==> config.mk <==
export PLATFORM = sky130hd
export DESIGN_NAME = cam_sync_decoder
export DESIGN_NICKNAME = d
export VERILOG_FILES = /design/src/rtl/cam_pkg.sv /design/src/rtl/edge_det.sv /design/src/rtl/cam_sync_decoder.sv
export SDC_FILE = /design/constraint.sdc
export NUM_CORES = 1
export LEC_CHECK = 0
export CORE_ASPECT_RATIO = 1.75
export CORE_MARGIN = 10
export CORE_UTILIZATION = 54
export DETAILED_ROUTE_END_ITERATION = 7
export GPL_TIMING_DRIVEN = 0
export PLACE_DENSITY_LB_ADDON = 0.25
export SLEW_MARGIN = 20
export SYNTH_ARGS = -nofsm -noshare
export SYNTH_HDL_FRONTEND = slang
export SYNTH_SLANG_ARGS = --single-unit
==> constraint.sdc <==
create_clock -name clk -period 4.7 [get_ports clk]
set_input_delay 1.41 -clock clk [delete_from_list [all_inputs] [get_ports clk]]
set_output_delay 1.41 -clock clk [all_outputs]
set_load 0.005 [all_outputs]
==> src/rtl/cam_pkg.sv <==
// Shared types and default widths for the camera sync decoder.
package cam_pkg;

  localparam int CAM_X_W = 12;
  localparam int CAM_Y_W = 11;

  typedef enum logic [1:0] {
    SYNC_WAIT   = 2'd0,
    VBLANK      = 2'd1,
    ACTIVE_LINE = 2'd2,
    HBLANK      = 2'd3
  } cam_sync_state_t;

endpackage

==> src/rtl/edge_det.sv <==
// Registers a level and flags its rising and falling edges in the same cycle the new level arrives.
module edge_det (
  input  logic clk,
  input  logic rst,
  input  logic i_lvl,
  output logic o_rise,
  output logic o_fall
);

  logic r_lvl;

  always_ff @(posedge clk) begin
    if (rst) r_lvl <= 1'b0;
    else     r_lvl <= i_lvl;
  end

  assign o_rise = i_lvl & ~r_lvl;
  assign o_fall = ~i_lvl & r_lvl;

endmodule

==> src/rtl/cam_sync_decoder.sv <==
// Camera VSYNC/HREF/pixel-strobe decoder: frame/line pulses, pixel coordinates,
// line/frame measurements and irregularity flags.
//
// state       | meaning
// SYNC_WAIT   | after reset, discarding a partial frame until VSYNC ends
// VBLANK      | between frames, waiting for the first HREF of a frame
// ACTIVE_LINE | HREF active, pixels counted
// HBLANK      | between lines of a frame
module cam_sync_decoder
  import cam_pkg::*;
#(
  parameter int   X_W       = CAM_X_W,
  parameter int   Y_W       = CAM_Y_W,
  parameter logic VSYNC_POL = 1'b1,
  parameter logic HREF_POL  = 1'b1
) (
  input  logic           clk,
  input  logic           rst,
  input  logic           vsync_s,
  input  logic           href_s,
  input  logic           pix_stb,
  output logic           frame_start,
  output logic           frame_end,
  output logic           line_start,
  output logic           line_end,
  output logic           pix_vld,
  output logic [X_W-1:0] pix_x,
  output logic [Y_W-1:0] pix_y,
  output logic [X_W-1:0] line_len,
  output logic [Y_W-1:0] frame_lines,
  output logic           meas_vld,
  output logic           err_len,
  output logic           err_ovf
);

  cam_sync_state_t r_state;
  logic [X_W:0]    r_xcnt;
  logic [X_W-1:0]  r_ref_len;
  logic            r_first_line;

  logic           w_vs, w_hr;
  logic           w_vs_rise, w_vs_fall, w_hr_rise, w_hr_fall;
  logic           w_in_line, w_line_go, w_stb;
  logic           w_line_end, w_frame_end, w_x_ovf;
  logic [X_W:0]   w_xbase, w_xnext;
  logic [X_W-1:0] w_xidx, w_len;
  logic [Y_W-1:0] w_lines;

  assign w_vs = vsync_s ^ ~VSYNC_POL;
  assign w_hr = href_s ^ ~HREF_POL;

  edge_det u_vs_edge (
    .clk    (clk),
    .rst    (rst),
    .i_lvl  (w_vs),
    .o_rise (w_vs_rise),
    .o_fall (w_vs_fall)
  );

  edge_det u_hr_edge (
    .clk    (clk),
    .rst    (rst),
    .i_lvl  (w_hr),
    .o_rise (w_hr_rise),
    .o_fall (w_hr_fall)
  );

  // A VSYNC rise beats a simultaneous HREF rise: that line is dropped.
  assign w_in_line   = (r_state == ACTIVE_LINE);
  assign w_line_go   = w_hr_rise & ~w_vs_rise & ((r_state == VBLANK) | (r_state == HBLANK));
  assign w_stb       = pix_stb & (w_in_line | w_line_go);
  assign w_line_end  = w_in_line & (w_vs_rise | w_hr_fall);
  assign w_frame_end = w_vs_rise & (w_in_line | (r_state == HBLANK));

  // Pixel count carries one extra bit so a line of exactly 2^X_W pixels is not an overflow.
  assign w_xbase = w_line_go ? '0 : r_xcnt;
  assign w_x_ovf = w_stb & w_xbase[X_W];
  assign w_xnext = (w_stb & ~w_xbase[X_W]) ? w_xbase + (X_W+1)'(1) : w_xbase;
  assign w_xidx  = w_xbase[X_W] ? '1 : w_xbase[X_W-1:0];
  assign w_len   = w_xnext[X_W] ? '1 : w_xnext[X_W-1:0];
  assign w_lines = (&pix_y) ? '1 : pix_y + Y_W'(1);

  always_ff @(posedge clk) begin
    if (rst) begin
      r_state      <= SYNC_WAIT;
      r_xcnt       <= '0;
      r_ref_len    <= '0;
      r_first_line <= 1'b0;
      frame_start  <= 1'b0;
      frame_end    <= 1'b0;
      line_start   <= 1'b0;
      line_end     <= 1'b0;
      pix_vld      <= 1'b0;
      pix_x        <= '0;
      pix_y        <= '0;
      line_len     <= '0;
      frame_lines  <= '0;
      meas_vld     <= 1'b0;
      err_len      <= 1'b0;
      err_ovf      <= 1'b0;
    end else begin
      frame_start <= 1'b0;
      line_start  <= 1'b0;
      line_end    <= w_line_end;
      frame_end   <= w_frame_end;
      meas_vld    <= w_frame_end;
      pix_vld     <= w_stb;
      r_xcnt      <= w_xnext;

      if (w_line_end) begin
        line_len     <= w_len;
        r_first_line <= 1'b0;
        if (r_first_line)            r_ref_len <= w_len;
        else if (w_len != r_ref_len) err_len   <= 1'b1;
      end
      if (w_frame_end) frame_lines <= w_lines;
      if (w_x_ovf)     err_ovf     <= 1'b1;

      case (r_state)
        SYNC_WAIT: begin
          if (w_vs_fall) r_state <= VBLANK;
        end
        VBLANK: begin
          if (w_line_go) begin
            r_state      <= ACTIVE_LINE;
            frame_start  <= 1'b1;
            line_start   <= 1'b1;
            pix_x        <= '0;
            pix_y        <= '0;
            err_len      <= 1'b0;
            err_ovf      <= 1'b0;
            r_first_line <= 1'b1;
          end
        end
        ACTIVE_LINE: begin
          if (w_vs_rise)      r_state <= VBLANK;
          else if (w_hr_fall) r_state <= HBLANK;
        end
        HBLANK: begin
          if (w_vs_rise) begin
            r_state <= VBLANK;
          end else if (w_hr_rise) begin
            r_state    <= ACTIVE_LINE;
            line_start <= 1'b1;
            pix_x      <= '0;
            if (&pix_y) err_ovf <= 1'b1;
            else        pix_y   <= pix_y + Y_W'(1);
          end
        end
        default: r_state <= SYNC_WAIT;
      endcase

      if (w_stb) pix_x <= w_xidx;
    end
  end

endmodule

# --- Word level (Yosys, flattened, before mapping) ---
# Index checks and enable logic that the tools add are counted.
classes:
  bitwise_logic: 22
  add_sub_neg: 2
  n_reduce_logical: 9
  eq_ne: 14
  mux: 40
ops:
  columns: ["op", "n"]
  rows:
  - ["$mux 12", 6]
  - ["$mux 11", 5]
  - ["$mux 13", 2]
  - ["$pmux 12 s2", 1]
  - ["$pmux 11 s2", 1]
  - ["$mux 1", 16]
  - ["$ne 3x3->1 const B", 5]
  - ["$add 13x1->13 const B", 1]
  - ["$mux 2", 6]
  - ["$ne 12x12->1", 1]
  - ["$add 11x1->11 const B", 1]
  - ["$and 1x1->1", 11]
  - ["$reduce_and 11->1", 1]
  - ["$ne 2x2->1 const B", 4]
  - ["$pmux 2 s4", 1]
  - ["$reduce_and 4->1", 2]
  - ["$not 1->1", 7]
  - ["$reduce_and 5->1", 1]
  - ["$eq 2x2->1 const B", 2]
  - ["$or 1x1->1", 4]
  - ["$pmux 1 s2", 2]
  - ["$reduce_bool 3->1", 1]
  - ["$eq 2x1->1 const B", 1]
  - ["$logic_not 2->1", 1]
  - ["4 further kinds", 4]
totals:
  inputBits: 5
  register_bits: 83
  output_inout_bits: 54
  word_cells: 104

# --- Logic depth before layout (Yosys ltp) ---
logic_depth:
  word_depth: 16
  ltp_mapped: 14
  depth_no_buf: 11

# --- Modules after synthesis ---
# Synthesis repeated with hierarchy kept, for this count alone.
hier_totals:
  hier_cells: 449
  hier_area_um2: 3777.4
modules_own_cells:
  columns: ["mod", "seq_area_each_um2", "n_inst", "cells_each", "area_per_inst_um2"]
  rows:
  - ["cam_sync_decoder", 1621.6, 1, 441, 3699.8]
  - ["edge_det", 20.0, 2, 4, 38.8]

# --- Least setup slack after synthesis ---
# OpenSTA, ideal clock, no wires.
synth_timing:
  path_kind: "input -> register"
  startpoint: "input port href_s"
  endpoint: "register err_len"
  required_ns: 4.572
  setup_time_ns: 0.128
  slack_ns: 0.565
  stages: 14
  t_arrival_ns: 4.007
  path_cell_list: "and3b_1 -> clkbuf_1 -> nand2_1 -> clkbuf_1 -> and2_1 -> ha_1 -> nand4b_1 -> nor4_1 -> o21a_1 -> buf_4 -> o2bb2ai_1 -> nor3_1 -> a2111oi_2 -> a31oi_1"
synth_via:
  elab_chain_len: 14
  word_cells_on_any_way: 21
  cone_classes: "1 x add/sub; 1 x eq/ne; 8 x mux; 11 x bitwise"
synth_rtl:
  columns: ["element", "line_no", "rtl"]
  rows:
  - ["start: declaration", "cam_sync_decoder.sv:20", "input logic href_s,"]
  - ["parallel branches: the longest is 13 deep, another holds $add 13x1->13", null, null]
  - ["$mux 1 (*)", "cam_sync_decoder.sv:119", "case (r_state)"]
  - ["end signal: assignment", "cam_sync_decoder.sv:99", "err_len <= 1'b0;"]
  - ["end signal: assignment", "cam_sync_decoder.sv:114", "else if (w_len != r_ref_len) err_len <= 1'b1;"]
  - ["end signal: assignment", "cam_sync_decoder.sv:130", "err_len <= 1'b0;"]
  - ["end: declaration", "cam_sync_decoder.sv:32", "output logic err_len,"]
# Mark *: on every way between the ends.
# A chain may end at the register's enable or synchronous reset.

# --- Worst setup path in the final report ---
# Ends and elaborated chain as after synthesis.

==> results.yml <==
sta:
  setup_ws_ns: 0.214
  max_freq_mhz: 223
  skew_ns: 0.00431
  slew_violations: 0
  timing.slew.headroom: 0.355
  min_period_over_period: 0.954
  hold_ws_ns: 0.484
  min_period_ns: 4.49
  rsz0062_at_grt: "false"
  finalSetupViolCount: 0
  finalSetupTns_ns: 0
  report.final.hold_viol_count: 0
  tightest_slew_ns: 0.968
detailed_routing:
  drt_iter0_drc: 242
  ant_nets: 0
  avgViaCountPerCell: 6.01
  drtPass1Iterations: 5
  drc: 0
  wirelength_mm: 11.4
  wl_per_cell_um: 18.3
  vias: 3733
power_and_ir_drop:
  p_per_area_mw_per_mm2: 295
  power_w: 0.00145
  vdd_drop_max_v: 0.000242
  leakagePower_nw: 1.62
clock_tree:
  cts.hold.buffers_added: 0
  cts_sinks: 83
  cts_made_buffers: 9
  cts_tree: "yes"
  root_buffer: "clkbuf_16"
  clk_latency_ns: 0.34
  clk_pin_slew_ns: 0.06
  htreeDepth: 3
  clock_path_buffers: 2
floorplanning:
  row_count: 40
  io_pins: 59
  fp.dieW_um: 84.1
  die-area_sq_mm: 0.0111
  die_h_um: 132
  core_sq_mm: 0.00696
  start_util: 0.558
logic_synthesis:
  async_flop_share: 0
  synth_cells: 463
  synth-edff-count: 0
  ys_warn_count: 0
  syn_nets: 470
  avgSynthCellArea_sq_um: 8.38
  syn_area_sq_mm: 0.00388
  synth_ff_type: "dfxtp_1"
  yosysSeqAreaShare: 0.428
  ys_types: 51
  ys_ff_latch: 83
placed_design:
  place.gp.congestion: 0.904
  portBuffers: 57
  dp_slack_ns: -0.925
  dp_hpwl_mm: 8.58
worst_hold_path:
  hold_depth: 2
  hp-class: "register to register"
worst_setup_path:
  critPathKind: "input port to register"
  arrival_ns: 4.70
  start_kind: "input port"
  worstRegToRegCells: 13
  endpoint_kind: "register"
  cp_max_fo: 10
  crit_required_ns: 4.92
final_layout:
  num_antenna_cells: 0
  fin_nets: 539
  fillers: 562
  drive_above_1_share: 0.0875
  areaGrowthSynthToFinish_pct: 26.7
grt:
  grt_usage: 0.202
  grt.overflow.total: 0
  grt_max_degree: 15
  antenna_found_initial: 0
  first_global_vias: 3737
  grt_pass1_wl_mm: 18.4
job:
  max-cap-violations: 0
run_status:
  status: "finished clean"
-- what timing repair did --
action	4_1_cts	5_1_grt
resized for setup	5	9
cloned	0	0
endpoints found under the setup margin	22	1
pin swaps	0	1
endpoints found under the hold margin	0	0
setup buffers	3	0
-- routing by layer --
layer  share of wire  track usage  wire (um)  vias to the layer above
li1                -            -          -                     1791
met1            0.36        0.188       4110                     1756
met2            0.53        0.368       6020                      146
met3           0.063       0.0582        710                       40
met4           0.046        0.124        519                        0
met5               0            0          0                        -
-- cells by family (layout without fill, tap and decap cells) --
| family | Yosys count | count (layout) | synth area share |
|---|---|---|---|
| multiplexers | 10 | 10 | 0.0261 |
| AND/OR/NAND/NOR | 205 | 205 | 0.263 |
| buffers and inverters | 41 | 115 | 0.0458 |
| AO/OA/AOI/OAI | 103 | 103 | 0.188 |
| flip-flops | 83 | 83 | 0.428 |
| adder cells (fa/ha/maj) | 2 | 2 | 0.00645 |
| XOR/XNOR | 19 | 19 | 0.0429 |
-- power by group --
group	internal [W]	switching, W
logic	0.0000245	0.0000404
clock network	0.000387	0.000286
registers	0.000709	0.00000425
total	0.00112	0.000330
-- stage by stage --
step	instance area, sq um	instances	utilization
5_1_grt	4920	621	0.707
3_5_place_dp	4560	604	0.655
3_3_place_gp	4560	604	0.655
6_report	4920	621	0.707
4_1_cts	4880	622	0.701
2_1_floorplan	3880	463	-
-- path summary, 6_finish.rpt --
kind,startpoint,to,slack [ns]
worst max-delay path,href_s,err_len,0.21
worst min register to register,r_first_line,r_first_line,0.48
worst min-delay path,r_first_line,r_first_line,0.48
worst max register to register,u_hr_edge.r_lvl,err_len,1.40
-- state kept, by name (all words and copies together) (netlist names), 2 cells and up --
name and count:
pix_y 11, r_state 2, pix_x 12, frame_lines 11
r_ref_len 12, line_len 12, r_xcnt 13
-- cells in the final DEF, fill, tap and decap left out, types with 3 or more instances in the layout --
| cell type | instances |
|---|---|
| clkbuf_1 | 18 |
| xor2_1 | 10 |
| or3_1 | 5 |
| nor3_1 | 34 |
| clkbuf_16 | 9 |
| or4_1 | 4 |
| nand4b_1 | 3 |
| nand3_1 | 9 |
| nand2b_1 | 6 |
| xnor2_1 | 9 |
| nor3b_1 | 3 |
| a211oi_1 | 36 |
| a31o_2 | 4 |
| o2bb2ai_1 | 3 |
| and2_1 | 6 |
| o211ai_1 | 3 |
| buf_2 | 3 |
| clkdlybuf4s50_1 | 57 |
| nand2_1 | 13 |
| nor4_1 | 6 |
| o32ai_1 | 3 |
| a21oi_1 | 18 |
| o21ai_0 | 16 |
| nor2_1 | 82 |
| nand4_1 | 5 |
| buf_4 | 6 |
| dfxtp_1 | 83 |
| nor2b_1 | 18 |
| mux2i_1 | 8 |
| inv_1 | 10 |
-- area by class of cell --
cell class / instances / area, sq um / share of cell area
clock buffer: 11 / 253 / 0.0514
clock inverter: 5 / 37.5 / 0.00764
buffer: 29 / 136 / 0.0277
multi-input combinational: 339 / 2090 / 0.426
timing repair buffer: 60 / 593 / 0.121
sequential: 83 / 1660 / 0.338
inverter: 10 / 37.5 / 0.00764
tap: 84 / 105 / 0.0214
-- Yosys cell counts, drive strengths merged, types with 6 or more instances --
master,count,area (sq um)
inv,10,37.5
a211oi,37,278
nand2b,7,43.8
buf,9,56.3
nand2,14,52.6
nand3,9,45.0
xnor2,9,78.8
dfxtp,83,1660
nor4,7,43.8
mux2i,9,90.1
nor2b,18,113
a21oi,19,95.1
clkbuf,22,83.8
nor3,35,180
and2,6,37.5
o21ai,16,80.1
nor2,83,312
xor2,10,87.6
-- critical path, stage by stage --
cell and delay (ns):
clkdlybuf4s50_1 0.45, and3b_2 0.29, nand2_4 0.15, clkbuf_4 0.24, and2_1 0.15, ha_1 0.19
nand4b_1 0.23, buf_4 0.22, or3_1 0.43, mux2i_2 0.29, xnor2_1 0.17, a221oi_2 0.10
a2111oi_4 0.26, a31oi_1 0.13
(Power assumes the default switching activity.)
